<file path="src/rtl/rv32i_pkg.sv">
// Shared types for the rv32i pipeline: hazard controller FSM states and forwarding selects.
package rv32i_pkg;

  localparam int unsigned DPW = 32;

  typedef enum logic [1:0] {
    INIT     = 2'b00,
    RUN      = 2'b01,
    MEM_WAIT = 2'b10,
    ERROR    = 2'b11
  } hazard_state_t;

  typedef enum logic [1:0] {
    FWD_RF = 2'b00,
    FWD_W  = 2'b01,
    FWD_M  = 2'b10
  } fwd_sel_t;

endpackage

</file>
<file path="src/rtl/fwd_sel_unit.sv">
// Execute-stage operand forwarding select for one source register.
module fwd_sel_unit
  import rv32i_pkg::*;
#(
  parameter int unsigned ADW = 5
) (
  input  logic [ADW-1:0] RsE,
  input  logic [ADW-1:0] RdM,
  input  logic [ADW-1:0] RdW,
  input  logic           regwriteM,
  input  logic           regwriteW,
  output fwd_sel_t       fwd_o
);

  // The memory-stage result is younger than writeback, so it wins.
  always_comb begin
    fwd_o = FWD_RF;
    if (regwriteM && (RdM != '0) && (RdM == RsE)) begin
      fwd_o = FWD_M;
    end else if (regwriteW && (RdW != '0) && (RdW == RsE)) begin
      fwd_o = FWD_W;
    end
  end

endmodule

</file>
<file path="src/rtl/pipeline_hazard_ctrl.sv">
// Stall/flush/forwarding sequencer for the 5-stage rv32i pipeline with memory-wait watchdog.
// Optional performance counters are built when HAZARD_PERF_EN is defined.
module pipeline_hazard_ctrl
  import rv32i_pkg::*;
#(
  parameter int unsigned ADW         = 5,
  parameter int unsigned INIT_CYCLES = 3,
  parameter int unsigned MEM_TIMEOUT = 16
) (
  input  logic           clk,
  input  logic           rst_n,
  input  logic [ADW-1:0] Rs1D,
  input  logic [ADW-1:0] Rs2D,
  input  logic [ADW-1:0] Rs1E,
  input  logic [ADW-1:0] Rs2E,
  input  logic [ADW-1:0] RdE,
  input  logic [ADW-1:0] RdM,
  input  logic [ADW-1:0] RdW,
  input  logic           regwriteM,
  input  logic           regwriteW,
  input  logic           resultsrcE,
  input  logic           PCSrcE,
  input  logic           mem_req_M,
  input  logic           mem_ready,
  output logic           stallF,
  output logic           stallD,
  output logic           stallE,
  output logic           stallM,
  output logic           flushD,
  output logic           flushE,
  output logic [1:0]     forwardAE,
  output logic [1:0]     forwardBE,
  output logic           mem_timeout
`ifdef HAZARD_PERF_EN
  ,
  output logic [DPW-1:0] perf_stall_cycles,
  output logic [DPW-1:0] perf_flush_count
`endif
);

  localparam int unsigned InitW = (INIT_CYCLES > 1) ? $clog2(INIT_CYCLES) : 1;
  localparam int unsigned WaitW = $clog2(MEM_TIMEOUT);
  localparam logic [InitW-1:0] InitLast = InitW'(INIT_CYCLES - 1);
  localparam logic [WaitW-1:0] WaitLast = WaitW'(MEM_TIMEOUT - 1);

  hazard_state_t    state_q;
  logic [InitW-1:0] init_cnt_q;
  logic [WaitW-1:0] wait_cnt_q;
  logic             mem_timeout_q;

  fwd_sel_t fwd_a, fwd_b;
  fwd_sel_t fwd_a_out, fwd_b_out;
  logic     lw_stall, busy, freeze;

  fwd_sel_unit #(
    .ADW(ADW)
  ) u_fwd_a (
    .RsE      (Rs1E),
    .RdM      (RdM),
    .RdW      (RdW),
    .regwriteM(regwriteM),
    .regwriteW(regwriteW),
    .fwd_o    (fwd_a)
  );

  fwd_sel_unit #(
    .ADW(ADW)
  ) u_fwd_b (
    .RsE      (Rs2E),
    .RdM      (RdM),
    .RdW      (RdW),
    .regwriteM(regwriteM),
    .regwriteW(regwriteW),
    .fwd_o    (fwd_b)
  );

  assign lw_stall = resultsrcE && (RdE != '0) && ((RdE == Rs1D) || (RdE == Rs2D));
  assign busy     = mem_req_M && !mem_ready;
  // In MEM_WAIT only mem_ready releases the freeze; mem_req_M is held by the stalled M stage.
  assign freeze   = (state_q == MEM_WAIT) ? !mem_ready : busy;

  always_ff @(posedge clk or negedge rst_n) begin
    if (!rst_n) begin
      state_q       <= INIT;
      init_cnt_q    <= '0;
      wait_cnt_q    <= '0;
      mem_timeout_q <= 1'b0;
    end else begin
      unique case (state_q)
        INIT: begin
          if (init_cnt_q == InitLast) begin
            state_q <= RUN;
          end else begin
            init_cnt_q <= init_cnt_q + InitW'(1);
          end
        end
        RUN: begin
          if (busy) begin
            state_q    <= MEM_WAIT;
            wait_cnt_q <= '0;
          end
        end
        MEM_WAIT: begin
          if (mem_ready) begin
            state_q <= RUN;
          end else if (wait_cnt_q == WaitLast) begin
            state_q       <= ERROR;
            mem_timeout_q <= 1'b1;
          end else begin
            wait_cnt_q <= wait_cnt_q + WaitW'(1);
          end
        end
        ERROR: begin
          mem_timeout_q <= 1'b1;
        end
        default: begin
          state_q <= INIT;
        end
      endcase
    end
  end

  always_comb begin
    stallF    = 1'b0;
    stallD    = 1'b0;
    stallE    = 1'b0;
    stallM    = 1'b0;
    flushD    = 1'b0;
    flushE    = 1'b0;
    fwd_a_out = FWD_RF;
    fwd_b_out = FWD_RF;
    unique case (state_q)
      INIT: begin
        stallF = 1'b1;
        flushD = 1'b1;
        flushE = 1'b1;
      end
      RUN, MEM_WAIT: begin
        fwd_a_out = fwd_a;
        fwd_b_out = fwd_b;
        if (freeze) begin
          stallF = 1'b1;
          stallD = 1'b1;
          stallE = 1'b1;
          stallM = 1'b1;
        end else begin
          stallF = lw_stall;
          stallD = lw_stall;
          flushD = PCSrcE;
          flushE = lw_stall | PCSrcE;
        end
      end
      ERROR: begin
        stallF = 1'b1;
        stallD = 1'b1;
        stallE = 1'b1;
        stallM = 1'b1;
      end
      default: ;
    endcase
  end

  assign forwardAE   = fwd_a_out;
  assign forwardBE   = fwd_b_out;
  assign mem_timeout = mem_timeout_q;

`ifdef HAZARD_PERF_EN
  logic           perf_active;
  logic [DPW-1:0] perf_stall_q, perf_flush_q;

  assign perf_active = (state_q == RUN) || (state_q == MEM_WAIT);

  always_ff @(posedge clk or negedge rst_n) begin
    if (!rst_n) begin
      perf_stall_q <= '0;
      perf_flush_q <= '0;
    end else begin
      if (perf_active && stallD && (perf_stall_q != '1)) begin
        perf_stall_q <= perf_stall_q + DPW'(1);
      end
      if (perf_active && flushD && (perf_flush_q != '1)) begin
        perf_flush_q <= perf_flush_q + DPW'(1);
      end
    end
  end

  assign perf_stall_cycles = perf_stall_q;
  assign perf_flush_count  = perf_flush_q;
`endif

endmodule

</file>
<file path="config.mk">
export PLATFORM = sky130hd
export DESIGN_NAME = pipeline_hazard_ctrl
export DESIGN_NICKNAME = d
export VERILOG_FILES = /design/src/rtl/rv32i_pkg.sv /design/src/rtl/fwd_sel_unit.sv /design/src/rtl/pipeline_hazard_ctrl.sv
export SDC_FILE = /design/constraint.sdc
export NUM_CORES = 1
export LEC_CHECK = 0
export ABC_AREA = 0
export CAP_MARGIN = 15
export CORE_UTILIZATION = 42
export CTS_CLUSTER_DIAMETER = 40
export DETAILED_ROUTE_END_ITERATION = 8
export MAX_ROUTING_LAYER = met4
export PLACE_DENSITY = 0.85
export RECOVER_POWER = 100
export SLEW_MARGIN = 10
export SYNTH_ARGS = -nofsm -noshare
export SYNTH_HDL_FRONTEND = slang
export SYNTH_SLANG_ARGS = --single-unit
</file>
<file path="constraint.sdc">
create_clock -name clk -period 6.8 [get_ports clk]
set_clock_uncertainty 0.15 [all_clocks]
set_input_delay 1.7 -clock clk [delete_from_list [all_inputs] [get_ports clk]]
set_output_delay 1.7 -clock clk [all_outputs]
set_load 0.02 [all_outputs]
</file>
-- Word-level counts from Yosys, hierarchy flattened
Index checks and enable logic that the tools add are counted.
- output and inout bits: 11
- input port bits: 43
- word-level logic and storage cells: 77
- register bits: 9
- $add $sub $neg: 2
- reduce and logical (&&, ||, !) cells: 24
- mux-type cells: 28
- eq/ne operators: 17
- bitwise gates (word level): 2
- operators with widths (kind ; number):
    $eq A5 B5 Y1 ; 6
    $mux W2 ; 8
    $reduce_bool A5 Y1 ; 3
    $mux W4 ; 3
    $pmux W1 S2 ; 6
    $logic_and A1 B1 Y1 ; 9
    $mux W1 ; 9
    $ne A2 B2 Y1 const B ; 4
    $pmux W4 S2 ; 1
    $reduce_and A4 Y1 ; 2
    $eq A2 B2 Y1 const B ; 3
    $pmux W2 S3 ; 1
    $add A4 B1 Y4 const B ; 1
    $eq A4 B4 Y1 const B ; 1
    $reduce_bool A2 Y1 ; 2
    $reduce_or A2 Y1 ; 2
    $ne A3 B2 Y1 const B ; 1
    $reduce_and A3 Y1 ; 1
    $reduce_bool A3 Y1 ; 1
    $add A2 B1 Y2 const B ; 1
    $eq A2 B1 Y1 const B ; 1
    $logic_not A2 Y1 ; 1
    $ne A2 B1 Y1 const B ; 1
    $reduce_and A2 Y1 ; 1
    other kinds (4) ; 4

-- Depth between registers and ports, before layout
Gate-level depths: netlist of run 1.
- depth in word-level cells: 6
- mapped depth: 7
- gate-level depth less buffers: 6

-- By module
From an unflattened synthesis of run 1, not the netlist that was laid out.
- cells, all modules: 125
- area total of the unflattened synthesis: 1077.3 um^2
- modules (own cells, without submodules) (module ; cells each ; instances ; area each (um^2) ; seq. area each (um^2)):
    pipeline_hazard_ctrl ; 85 ; 1 ; 774.5 ; 225.2
    fwd_sel_unit ; 20 ; 2 ; 151.4 ; 0.0

-- Least setup slack after synthesis of run 1
OpenSTA, ideal clock, no wires.
- path type: input to output
- from: in RdM[1]
- to: out forwardAE[0]
- stages: 4
- slack: 1733 ps
- data arrival time: 3217 ps
- cells stage by stage: or4_1 o21ai_0 nor4_1 nor4_1
- word-level cells in the longest chain between the ends: 5
- elaborated cells between the ends (all ways): 6
- those cells by class: eq/ne: 1; mux: 2; reduce/logical: 3
- ends and longest elaborated chain (item ; line ; RTL):
    from (decl) ; pipeline_hazard_ctrl.sv:17 ; input logic [ADW-1:0] RdM,
    $reduce_bool A5 Y1 ; fwd_sel_unit.sv:18 ; if (regwriteM && (RdM != '0) && (RdM == RsE)) begin
    $logic_and A1 B1 Y1 ; fwd_sel_unit.sv:18 ;
    $logic_and A1 B1 Y1 (*) ; fwd_sel_unit.sv:18 ;
    $mux W2 (*) ; fwd_sel_unit.sv:18 ;
    $mux W2 (*) ; pipeline_hazard_ctrl.sv:132 ; unique case (state_q)
    to (decl) ; pipeline_hazard_ctrl.sv:31 ; output logic [1:0] forwardAE,
Every way passes the cells marked *; elsewhere a longest branch is shown, timed or not.

-- Worst setup path in the final report of run 1
- from: in RdM[1]
- to: out forwardBE[0]
- word-level cells in the longest chain between the ends: 5
- elaborated cells between the ends (all ways): 6
- those cells by class: eq/ne: 1; mux: 2; reduce/logical: 3
- ends and longest elaborated chain (item ; line ; RTL):
    $reduce_bool A5 Y1 ; fwd_sel_unit.sv:18 ;
    $logic_and A1 B1 Y1 ; fwd_sel_unit.sv:18 ;
    $logic_and A1 B1 Y1 (*) ; fwd_sel_unit.sv:18 ;
    $mux W2 (*) ; fwd_sel_unit.sv:18 ;
    $mux W2 (*) ; pipeline_hazard_ctrl.sv:132 ;
    to (decl) ; pipeline_hazard_ctrl.sv:32 ; output logic [1:0] forwardBE,
Marked as above.

==> results of run 1 <==
## cells in the mapped netlist, types with 2 or more instances
master / instances / area share
o21bai_1: 2 / 0.015
dfrtp_1: 9 / 0.22
and2_1: 2 / 0.012
xnor2_1: 7 / 0.061
or3_1: 3 / 0.019
ha_1: 8 / 0.10
nand2_1: 3 / 0.011
nor2b_1: 2 / 0.012
o22ai_1: 2 / 0.012
nor4_1: 4 / 0.025
nor2_1: 6 / 0.022
o21ai_0: 7 / 0.035
xor2_1: 24 / 0.21
inv_1: 7 / 0.026
mux2i_1: 2 / 0.020
nand3_1: 4 / 0.020
a21oi_1: 4 / 0.020
nor3_1: 2 / 0.010
or4_1: 5 / 0.037
## power by group
group | total, mW | switching, mW | internal, mW
logic | 0.0492 | 0.0183 | 0.0309
clock network | 0.0405 | 0.0188 | 0.0217
registers | 0.0547 | 0.000521 | 0.0542
## sequential cells by signal, indices dropped and copies added (netlist names)
register     count
wait_cnt_q       4
state_q          2
init_cnt_q       2
mem_timeout      1
## layer usage
layer | share of wire | global-route usage | vias up | wire [µm]
met1 | 0.39 | 0.222 | 470 | 967
met4 | 0.0052 | 0.0278 | 0 | 13
met3 | 0.047 | 0.0387 | 2 | 116
met5 | 0 | - | - | 0
li1 | - | - | 526 | -
met2 | 0.56 | 0.430 | 37 | 1380
## area by class of cell
class	count	area share
multi-input cells	99	0.468
inverters	7	0.0166
clock buffers	3	0.0142
repair buffers	53	0.334
well taps	28	0.0221
flip-flops and latches	9	0.142
clock inverters	1	0.00315
## cell families (layout without fill, tap and decap cells)
logic type	count (synthesis)	count (layout)	synth area share
AO/OA/AOI/OAI	20	20	0.120
XOR/XNOR	31	31	0.270
adder cells (fa/ha/maj)	8	8	0.0996
buffers and inverters	8	64	0.0336
flip-flops	9	9	0.224
multiplexers	3	3	0.0311
AND/OR/NAND/NOR	37	37	0.222
## worst max path at each step
stage               depth (start not counted)  startpoint      endpoint  slack [ns]
detailed placement                          6      RdM[1]  forwardBE[0]        0.96
finish                                      6      RdM[1]  forwardBE[0]        0.86
global route                                6      RdM[2]  forwardAE[0]        0.69
global placement                            6      RdM[1]  forwardAE[0]        1.02
CTS                                         6      RdM[1]  forwardAE[0]        0.94
floorplan                                   4      RdM[1]  forwardAE[0]        1.73
## worst max-delay path: cells and delay by family
kind,cells,cell delay [ns]
buffers and inverters,2,1.19
and+or+nand+nor,3,0.96
AOI/OAI and AO/OA,1,0.23
## through the flow
step           utilization  power (mW)
6_report             0.710       0.144
4_1_cts              0.712       0.147
2_1_floorplan            -      0.0713
3_5_place_dp         0.700       0.105
3_3_place_gp         0.700       0.104
5_1_grt              0.710       0.152
==> out/qor.yml, run 1 <==
cts_tree: "built"
crit_top_cell: "nor4_1"
syn_avg_cell_area_um2: 8.66
ctsLongestPathBuffers: 2
die_x_um: 50.9
ant_nets: 0
r2r_slack_ns: 4.49
cts_buffers: 3
cts_sinks: 9
gr-total-overflow: 0
layout_setup_ws_ns: 0.859
postSynthCellCount: 116
max_cap_viol_count: 0
wl_per_cell_um: 12.4
ys_seq_area_frac: 0.224
grt_pass1_wl_um: 4200
portBuffers: 53
cts_hold_buffers: 0
drive_above_1_share: 0.0349
final_common_cell: "clkdlybuf4s50_1"
antenna_found_initial: 0
cts_root_buf: "clkbuf_4"
hold_start: "mem_timeout"
dr.first_iter.drc_count: 13
min_path_cells: 2
die_area_um2: 2590
core_area_um2: 2230
finalSetupViolations: 0
clock_latency_ns: 0.26
finalCriticalPeriod_ns: 5.94
grt_max_degree: 10
fin_area_um2: 1590
gp_routability_congestion: 0.866
multi_input_area_um2: 742
slew_violations: 0
synthDistinctLibCells: 32
fill_cells: 175
htreeDepth: 1
first_pass_iters: 4
final_cell_mix: "clkdlybuf4s50_1, xor2_1, dlygate4sd3_1"
drc: 0
cp.arrival_ns: 4.09
whs_ns: 0.319
layout.cells.non_filler: 200
ys_ff_latch: 9
area_growth_pct: 57.9
leakage_nw: 0.638
timing.rr.end: "wait_cnt_q[3]"
postCtsSetupBuffers: 0
antenna_cells: 0
critPathMaxStageDelay_ns: 0.73
synthArstFlopShare: 1.00
slowest_stage: "dlygate4sd3_1"
dieHeight_um: 50.9
dp_slack_ns: 0.957
fin_setup_tns_ns: 0
synth_nets: 167
dpl.hpwl_um: 2210
hold_viol: 0
timing_worst_setup_path_type: "input port to primary output"
start_kind: "input port"
vdd_ir_drop_max_v: 0.0000789
grt_pass1_vias: 1059
crit_required_ns: 4.95
powerDensity_nw_per_um2: 91.0
path_clk_slew_ns: 0.06
ctsResizeCount: 0
start_util: 0.450
rr_startpoint: "state_q[0]"
outcome: "finished clean"
ioPinCount: 54
cp_max_fo: 3
vias_per_cell: 5.18
cp_cell_sequence: "clkdlybuf4s50_1, or4_1, o21ai_0, nor4_1, nor4_1, dlygate4sd3_1"
track_usage: 0.216
setup.worst_path.end_class: "primary output"
fin_nets: 224
yosys_most_used_dff: "dfrtp_1"
worstMarginPinSlew_ns: 0.450
placed_cell_area_um2: 1560
hold_end: "mem_timeout"
grt_setup_unrepaired: "false"
post-place-cells: 196
min_path_type: "register to register"
ys_warn_count: 0
rows: 17
routed_wl_um: 2480
slew_headroom: 0.696
vias: 1035
regArea_um2: 225
syn-cell-area_um2: 1000
worstRegToRegCells: 6
synth_edf_count: 0
fmax_mhz: 168
period_share: 0.874
Power figures use the tool's default switching activity.
==> run 2: changes to the inputs <==
Settings changed: CORE_UTILIZATION 42 to 35, GPL_TIMING_DRIVEN from default to 0, PLACE_DENSITY 0.85 to 0.73, TNS_END_PERCENT from default to 5.
==> out/qor.yml, run 2 (same netlist as run 1, synthesis figures left out) <==
outcome: "finished clean"
cp.buffers_inverters: 2  # unchanged
slowest_stage: "dlygate4sd3_1"
die_area_um2: 3090  # +19%
cp.arrival_ns: 4.10  # about the same
crit_required_ns: 4.95  # about the same
crit_top_cell: "nor4_1"
p_total_uw: 145  # +0.51%
cts_buffers: 3  # unchanged
cts_sinks: 9  # unchanged
r2r_slack_ns: 4.48  # about the same
track_usage: 0.184  # -0.0324
finalCriticalPeriod_ns: 5.95  # +0.00924 ns
largest-register: "wait_cnt_q"
slew_violations: 0  # unchanged
gr-total-overflow: 0  # unchanged
grt_pass1_wl_um: 4520  # +7.7%
wl_per_cell_um: 12.6  # +1.4%
final_common_cell: "clkdlybuf4s50_1"
worstMarginPinSlew_ns: 0.483  # +0.0333 ns
critPathTopFamily: "buffers and inverters"
clock_power_share: 0.279  # about the same
hold_viol: 0  # unchanged
ctsResizeCount: 0  # unchanged
area_growth_pct: 59.0
core_area_um2: 2730  # +22%
cp_cell_sequence: "clkdlybuf4s50_1, or4_1, o21ai_0, nor4_1, nor4_1, dlygate4sd3_1"
max_cap_viol_count: 0  # unchanged
grt_max_degree: 10  # unchanged
fin_nets: 225  # +0.45%
timing_worst_setup_path_type: "input port to primary output"
timing.rr.end: "wait_cnt_q[3]"
ctsLongestPathBuffers: 2  # unchanged
first_pass_iters: 4  # unchanged
antenna_cells: 0  # unchanged
cts_tree: "built"
vdd_ir_drop_max_v: 0.000119  # +51%
hold_end: "mem_timeout"
worstRegToRegCells: 6  # unchanged
grt_setup_unrepaired: "false"
dieHeight_um: 55.6  # +9.2%
cp_max_fo: 3  # unchanged
setup.worst_path.end_class: "primary output"
dpl.hpwl_um: 2250  # +1.9%
htreeDepth: 1  # unchanged
critPathMaxStageDelay_ns: 0.72  # about the same
hold_start: "mem_timeout"
portBuffers: 53  # unchanged
gp_routability_congestion: 0.854  # -1.5%
reg.largest.list: "wait_cnt_q (4), init_cnt_q (2), state_q (2)"
combPwrFrac: 0.344  # +0.003
postCtsSetupBuffers: 0  # unchanged
vias: 1074  # +3.8%
powerDensity_nw_per_um2: 90.8  # -0.20%
drc: 0  # unchanged
antenna_found_initial: 0  # unchanged
cts_root_buf: "clkbuf_4"
seq_power_share: 0.378  # about the same
period_share: 0.875  # +0.00136
leakage_nw: 0.642  # +0.65%
cts_hold_buffers: 0  # unchanged
die_x_um: 55.6  # +9.2%
vias_per_cell: 5.26  # +1.7%
largest_register_ff_count: 4  # unchanged
whs_ns: 0.325  # +0.00629 ns
grt_pass1_vias: 1127  # +6.4%
start_kind: "input port"
clock_latency_ns: 0.26  # about the same
rr_startpoint: "state_q[0]"
slew_headroom: 0.673  # -0.0225
min_path_type: "register to register"
final_cell_mix: "clkdlybuf4s50_1, xor2_1, dlygate4sd3_1"
p_sw_frac: 0.264  # +0.00384
p_switching_uw: 38.3  # +2.0%
rows: 19  # +2
finalSetupViolations: 0  # unchanged
drive_above_1_share: 0.0405  # +0.00558
start_util: 0.368  # -0.0824
fmax_mhz: 168  # -0.16%
routed_wl_um: 2560  # +3.4%
dr.first_iter.drc_count: 22  # +9
ant_nets: 0  # unchanged
ioPinCount: 54  # unchanged
min_path_cells: 2  # unchanged
p_int_uw: 107  # about the same
fin_setup_tns_ns: 0  # unchanged
path_clk_slew_ns: 0.06  # about the same
[run 2: area by class of cell]
cell class | count | area (µm²)
repair buffers | 53 | 531
inverters | 7 | 26.3
plain buffers | 1 | 7.51
clock buffers | 3 | 22.5
flip-flops and latches | 9 | 225
fillers | 250 | 1140
multi-input cells | 99 | 742
clock inverters | 1 | 5.00
well taps | 31 | 38.8
[run 2: how the worst max path moves through the flow]
stage	from	to	slack (ns)	depth (start not counted)
2_1_floorplan	RdM[1]	forwardAE[0]	1.73	4
3_3_place_gp	RdM[1]	forwardAE[0]	0.95	6
3_5_place_dp	RdM[1]	forwardBE[0]	0.93	6
4_1_cts	RdM[1]	forwardBE[0]	0.92	6
5_1_grt	RdM[1]	forwardBE[0]	0.71	6
6_report	RdM[1]	forwardBE[0]	0.85	6
[run 2: worst min-delay path: stages, from the launching register on]
cell and delay (ns):
dfrtp_1 0.34, a21oi_1 0.04, o31ai_1 0.05
[run 2: per-stage QoR]
stage	instances	worst slack [ns]	util	cell area (µm²)
after floorplan	116	1.73	-	1000
after global placement	200	0.950	0.576	1570
after detailed placement	200	0.926	0.576	1570
after CTS	204	0.917	0.586	1600
after global routing	204	0.712	0.584	1600
final	204	0.850	0.584	1600
[run 2: layer usage]
layer | up-vias | share of wire | track usage
met2 | 50 | 0.52 | 0.343
li1 | 529 | - | -
met1 | 495 | 0.39 | 0.193
met5 | - | 0 | -
met3 | 0 | 0.084 | 0.0512
met4 | 0 | 0 | 0.0357
[run 2: power by group through the flow]
stage          Combinational (mW)  Clock (mW)  Sequential, mW
2_1_floorplan              0.0157           0          0.0556
3_3_place_gp               0.0490           0          0.0557
3_5_place_dp               0.0503           0          0.0558
4_1_cts                    0.0505      0.0422          0.0547
5_1_grt                    0.0542      0.0461          0.0548
6_report                   0.0498      0.0405          0.0548
